<file path="config.mk">
export PLATFORM = sky130hd
export DESIGN_NAME = reg_scoreboard
export DESIGN_NICKNAME = d
export VERILOG_FILES = /design/src/rtl/reg_scoreboard.sv
export SDC_FILE = /design/constraint.sdc
export NUM_CORES = 1
export LEC_CHECK = 0
export CAP_MARGIN = 0
export CORE_ASPECT_RATIO = 1.1
export CORE_UTILIZATION = 30
export DETAILED_ROUTE_END_ITERATION = 8
export GPL_ROUTABILITY_DRIVEN = 0
export PLACE_DENSITY = 0.49
export SYNTH_ARGS = -nofsm -noshare
export SYNTH_HDL_FRONTEND = slang
export SYNTH_SLANG_ARGS = --single-unit
</file>
<file path="constraint.sdc">
create_clock -name clk -period 9.8 [get_ports clk]
set_input_delay 2.45 -clock clk [delete_from_list [all_inputs] [get_ports clk]]
set_output_delay 2.45 -clock clk [all_outputs]
set_load 0.03 [all_outputs]
</file>
<file path="src/rtl/reg_scoreboard.sv">
// reg_scoreboard: read-side hazard tracker for the 32-entry integer register
// file. Keeps a small outstanding-write counter per register (issue marks,
// writeback clears) and withholds issue_ready while a source operand is
// still pending or while the destination counter is saturated.
//
// Ports
//   clk, rst        clock (posedge) and synchronous active-high reset
//   issue_*         decode-side instruction description; issue_ready is
//                   combinational and independent of issue_valid
//   wb_valid/wb_rd_addr  one retiring write per cycle
//   flush           discard every in-flight write
//   busy_mask       registered per-register pending bits
//   pending_any     registered OR of busy_mask
//   wb_underflow    sticky: writeback hit a register with no pending write
module reg_scoreboard #(
  parameter int NUM_REGS = 32,
  parameter int ADDR_W   = 5,
  parameter int CNT_W    = 2
) (
  input  logic                clk,
  input  logic                rst,
  input  logic                issue_valid,
  output logic                issue_ready,
  input  logic                issue_rs1_used,
  input  logic [ADDR_W-1:0]   issue_rs1_addr,
  input  logic                issue_rs2_used,
  input  logic [ADDR_W-1:0]   issue_rs2_addr,
  input  logic                issue_rd_wen,
  input  logic [ADDR_W-1:0]   issue_rd_addr,
  input  logic                wb_valid,
  input  logic [ADDR_W-1:0]   wb_rd_addr,
  input  logic                flush,
  output logic [NUM_REGS-1:0] busy_mask,
  output logic                pending_any,
  output logic                wb_underflow
);

  localparam logic [CNT_W-1:0] CNT_MAX = '1;

  logic [CNT_W-1:0]    cnt     [NUM_REGS];
  logic [CNT_W-1:0]    cnt_nxt [NUM_REGS];
  logic [NUM_REGS-1:0] inc_v;
  logic [NUM_REGS-1:0] dec_v;
  logic [NUM_REGS-1:0] busy_nxt;
  logic                rs1_hold;
  logic                rs2_hold;
  logic                rd_full;
  logic                fire;
  logic                uf_hit;

  // x0 is never pending, so a zero address can never cause a stall.
  function automatic logic is_busy(input logic [ADDR_W-1:0] a,
                                   input logic [CNT_W-1:0]  c);
    return (a != '0) && (c != '0);
  endfunction

  // Saturation guard: a full counter stalls the issue instead of wrapping.
  function automatic logic cnt_full(input logic [CNT_W-1:0] c);
    return c == CNT_MAX;
  endfunction

  always_comb begin
    rs1_hold    = issue_rs1_used && is_busy(issue_rs1_addr, cnt[issue_rs1_addr]);
    rs2_hold    = issue_rs2_used && is_busy(issue_rs2_addr, cnt[issue_rs2_addr]);
    rd_full     = issue_rd_wen && (issue_rd_addr != '0) && cnt_full(cnt[issue_rd_addr]);
    issue_ready = !flush && !rs1_hold && !rs2_hold && !rd_full;
    fire        = issue_valid && issue_ready;
    // Flush discards the writeback of its cycle, including the error flag.
    uf_hit      = wb_valid && !flush && (wb_rd_addr != '0) && (cnt[wb_rd_addr] == '0);
  end

  always_comb begin
    inc_v    = '0;
    dec_v    = '0;
    busy_nxt = '0;
    for (int r = 0; r < NUM_REGS; r++) begin
      cnt_nxt[r] = cnt[r];
      inc_v[r]   = fire && issue_rd_wen && (issue_rd_addr == ADDR_W'(r));
      dec_v[r]   = wb_valid && !flush && (wb_rd_addr == ADDR_W'(r)) && (cnt[r] != '0);
      if (r == 0 || flush) begin
        cnt_nxt[r] = '0;
      end else if (inc_v[r] && !dec_v[r]) begin
        cnt_nxt[r] = cnt[r] + CNT_W'(1);
      end else if (dec_v[r] && !inc_v[r]) begin
        cnt_nxt[r] = cnt[r] - CNT_W'(1);
      end
      busy_nxt[r] = (cnt_nxt[r] != '0);
    end
  end

  // State boundary: counters and their registered summaries.
  always_ff @(posedge clk) begin
    if (rst) begin
      for (int r = 0; r < NUM_REGS; r++) cnt[r] <= '0;
      busy_mask    <= '0;
      pending_any  <= 1'b0;
      wb_underflow <= 1'b0;
    end else begin
      for (int r = 0; r < NUM_REGS; r++) cnt[r] <= cnt_nxt[r];
      busy_mask   <= busy_nxt;
      pending_any <= |busy_nxt;
      if (uf_hit) wb_underflow <= 1'b1;
    end
  end

endmodule

</file>
==> flow_summary.json <==
{
  "tightest_slew_ns": 1.03,
  "critPathMaxStageDelay_ns": 0.82,
  "dieArea_mm2": 0.0261,
  "synth_xor_area_share_pct": 6.88,
  "leakage_nw": 2.81,
  "cts_buffers": 9,
  "vias_per_cell": 5.78,
  "n_fill_cell": 2630,
  "rows": 60,
  "syn_inst": 970,
  "clockRootBuffer": "clkbuf_16",
  "synth-seq-cells": 95,
  "rrSetupSlack_ns": 4.88,
  "cts_tree": "built",
  "synthArstFlopShare_pct": 0,
  "grtUsageTotal_pct": 23.4,
  "hold_depth": 2,
  "ys_types": 76,
  "grt_pass1_vias": 7198,
  "hold_viol_final": 0,
  "num-nets-final": 1064,
  "slew_headroom_pct": 31.4,
  "clk_latency_ns": 0.36,
  "cts_setup_buffers": 0,
  "grt_overflow": 0,
  "whs_ns": 0.512,
  "clock-sinks": 95,
  "rsz0062_at_grt": "no",
  "synthAdderAreaFrac_pct": 8.60,
  "muxShareOfSynthArea_pct": 9.37,
  "wl_per_cell_um": 22.9,
  "min-delay-start": "wb_underflow$_SDFFE_PP0P_",
  "ctsHoldBuffers": 0,
  "required_ns": 7.35,
  "drive_gt1_share_pct": 8.92,
  "grt_max_degree": 56,
  "maxSlewViolCount": 0,
  "grt_pass1_wl_mm": 45.0,
  "arrival_ns": 5.92,
  "yosys.area_share.simple_pct": 29.6,
  "crit_chain": "clkdlybuf4s50_1, buf_4, mux2_2, a221oi_1, a2111oi_1, nand2_1, a21boi_0, buf_4, nand2_1, inv_1, buf_12",
  "cts_buffer_depth": 2,
  "period_minus_slack_ns": 8.37,
  "firstDrtPassIters": 6,
  "syn_area_per_cell_um2": 7.89,
  "pin_count": 63,
  "synth-edff-count": 0,
  "fmax_ghz": 0.120,
  "die_w_um": 154,
  "initial_utilization_pct": 30.9,
  "ys_warn_count": 0,
  "synthToLayoutAreaGrowth_pct": 15.4,
  "core-area_mm2": 0.0248,
  "cp-end-kind": "output pin",
  "hold_class": "reg -> reg",
  "hpwl_mm": 23.9,
  "critPathLaunchType": "input pin",
  "cap_violations": 0,
  "yosysSeqAreaShare_pct": 24.9,
  "die_h_um": 169,
  "remaining_drc_errors": 0,
  "min_period_over_period_pct": 85.4,
  "r2r-start": "cnt[6][1]$_SDFF_PP0_",
  "drtAntennaViolNets": 0,
  "syn_area_mm2": 0.00765,
  "cp_max_fo": 29,
  "synthFlopType": "dfxtp_1",
  "antennaDiodeCount": 0,
  "ctsHtreeMaxLevel": 3,
  "antenna_found_initial": 1,
  "numPortBuffers": 61,
  "synth_compound_area_share_pct": 14.0,
  "slowest_stage": "clkdlybuf4s50_1",
  "drt_wl_total_mm": 30.2,
  "synth_top_family_by_area": "simple AND/OR/NAND/NOR gates",
  "outcome": "finished clean",
  "critPathKind": "in -> out",
  "drt-initial-drc-count": 729,
  "reg2reg_to": "pending_any$_SDFF_PP0_",
  "whs_endpoint": "wb_underflow$_SDFFE_PP0P_",
  "via_count": 7622,
  "p_per_area_mw_per_mm2": 98.5,
  "setup_viol": 0,
  "vdd_drop_max_v": 0.0000768,
  "clock_skew_ns": 0.0133,
  "rr_worst_depth": 11,
  "clk_pin_slew_worst_paths_ns": 0.08,
  "cts_resized": 0,
  "syn_nets": 1029,
  "tns_ns": 0
}
[final cells by class]
class                      count  area (um2)  share of cell area, %
clock inverter                 5        63.8                  0.723
timing repair buffer          71         696                   7.88
sequential                    95        1900                   21.5
tap                          310         388                   4.39
clock buffer                  10         239                   2.71
multi-input combinational    749        5240                   59.4
inverter                      79         297                   3.36
[stage by stage]
| step | std cells | power [mW] | utilization, % | worst slack (ns) | cell area [um2] |
|---|---|---|---|---|---|
| 3_3_place_gp | 1304 | 0.502 | 34.4 | 1.62 | 8520 |
| 4_1_cts | 1319 | 0.881 | 35.6 | 1.53 | 8830 |
| 6_report | 1319 | 0.870 | 35.6 | 1.43 | 8830 |
| 3_5_place_dp | 1304 | 0.502 | 34.4 | 1.56 | 8520 |
| 5_1_grt | 1319 | 0.904 | 35.6 | 1.27 | 8830 |
| 2_1_floorplan | 970 | 0.461 | - | 2.95 | 7650 |
[where the power goes]
part           internal, mW  leakage, nW  switching [mW]
clock network         0.206        0.146           0.168
registers             0.386        0.765        0.000578
logic                0.0346         1.89          0.0738
total                 0.627         2.81           0.243
[routing by layer]
metal	vias to the layer above	GRT usage, %	wire, um
li1	3558	-	-
met1	3599	31.3	13100
met2	397	36.4	12900
met3	68	4.42	2750
met4	0	10.8	1440
met5	-	0	0
[worst max-delay path, delay by kind of cell]
kind            cells  cell delay (ns)
compound gates      3             0.62
mux                 1             0.38
simple gates        2             0.36
buf+inv             5             2.09
[how the worst max path moves through the flow]
stage                           startpoint           to  slack, ns  cells after the start
after floorplan           issue_rd_addr[0]  issue_ready       2.95                     10
after global placement    issue_rd_addr[0]  issue_ready       1.62                     11
after detailed placement  issue_rd_addr[0]  issue_ready       1.56                     11
after CTS                 issue_rd_addr[0]  issue_ready       1.53                     11
after global routing      issue_rd_addr[0]  issue_ready       1.27                     11
final                     issue_rd_addr[0]  issue_ready       1.43                     11
[logic make-up after synthesis]
group,Yosys count
fa+ha+maj,58
buf+inv,126
compound gates,157
xor+xnor,57
mux,48
other cells,1
flops,95
simple gates,428
[synthesized netlist by cell type (4+ instances only)]
cell | n | area, um2
inv_1 | 76 | 285
and2_1 | 20 | 125
xnor2_1 | 52 | 455
a31oi_1 | 9 | 56.3
a221oi_1 | 4 | 35.0
a21oi_1 | 45 | 225
o31ai_1 | 6 | 45.0
mux2i_1 | 21 | 210
mux2_2 | 9 | 101
nand2b_1 | 17 | 106
nand4_1 | 13 | 81.3
clkbuf_1 | 31 | 116
o31a_1 | 5 | 43.8
nor2b_1 | 11 | 68.8
nand2_1 | 49 | 184
nand3b_1 | 9 | 67.6
and3_1 | 10 | 62.6
buf_2 | 8 | 40.0
dfxtp_1 | 95 | 1900
mux4_2 | 18 | 405
nor3b_1 | 5 | 37.5
a211oi_1 | 9 | 67.6
nor2_1 | 107 | 402
o311ai_0 | 8 | 70.1
or4_1 | 6 | 45.0
o211ai_1 | 7 | 52.6
or3_1 | 20 | 125
ha_1 | 31 | 388
or2_2 | 23 | 144
maj3_1 | 27 | 270
nor3_1 | 60 | 300
nand3_1 | 34 | 170
o21ai_0 | 17 | 85.1
nor4_1 | 23 | 144
o22ai_1 | 10 | 62.6
o2111ai_1 | 4 | 35.0
[flip-flops by register name (all words and copies together), names as in the netlist]
name / cells
pending_any: 1
cnt: 62
busy_mask: 31
wb_underflow: 1
[layout by cell type (no fill, tap or decap), types with 6 or more instances in the layout]
cell type / instances
nor2_1: 107
dfxtp_1: 95
inv_1: 76
nor3_1: 60
clkdlybuf4s50_1: 60
xnor2_1: 52
nand2_1: 49
a21oi_1: 45
nand3_1: 34
ha_1: 31
maj3_1: 27
nor4_1: 23
or2_2: 23
mux2i_1: 21
or3_1: 20
and2_1: 20
mux4_2: 18
nand2b_1: 17
o21ai_0: 17
nand4_1: 13
nor2b_1: 11
and3_1: 10
o22ai_1: 10
buf_4: 10
a211oi_1: 9
nand3b_1: 9
a31oi_1: 9
mux2_2: 9
clkbuf_16: 9
o311ai_0: 8
o211ai_1: 7
o31ai_1: 6
or4_1: 6
No activity file was read; power rests on OpenSTA's default activity.
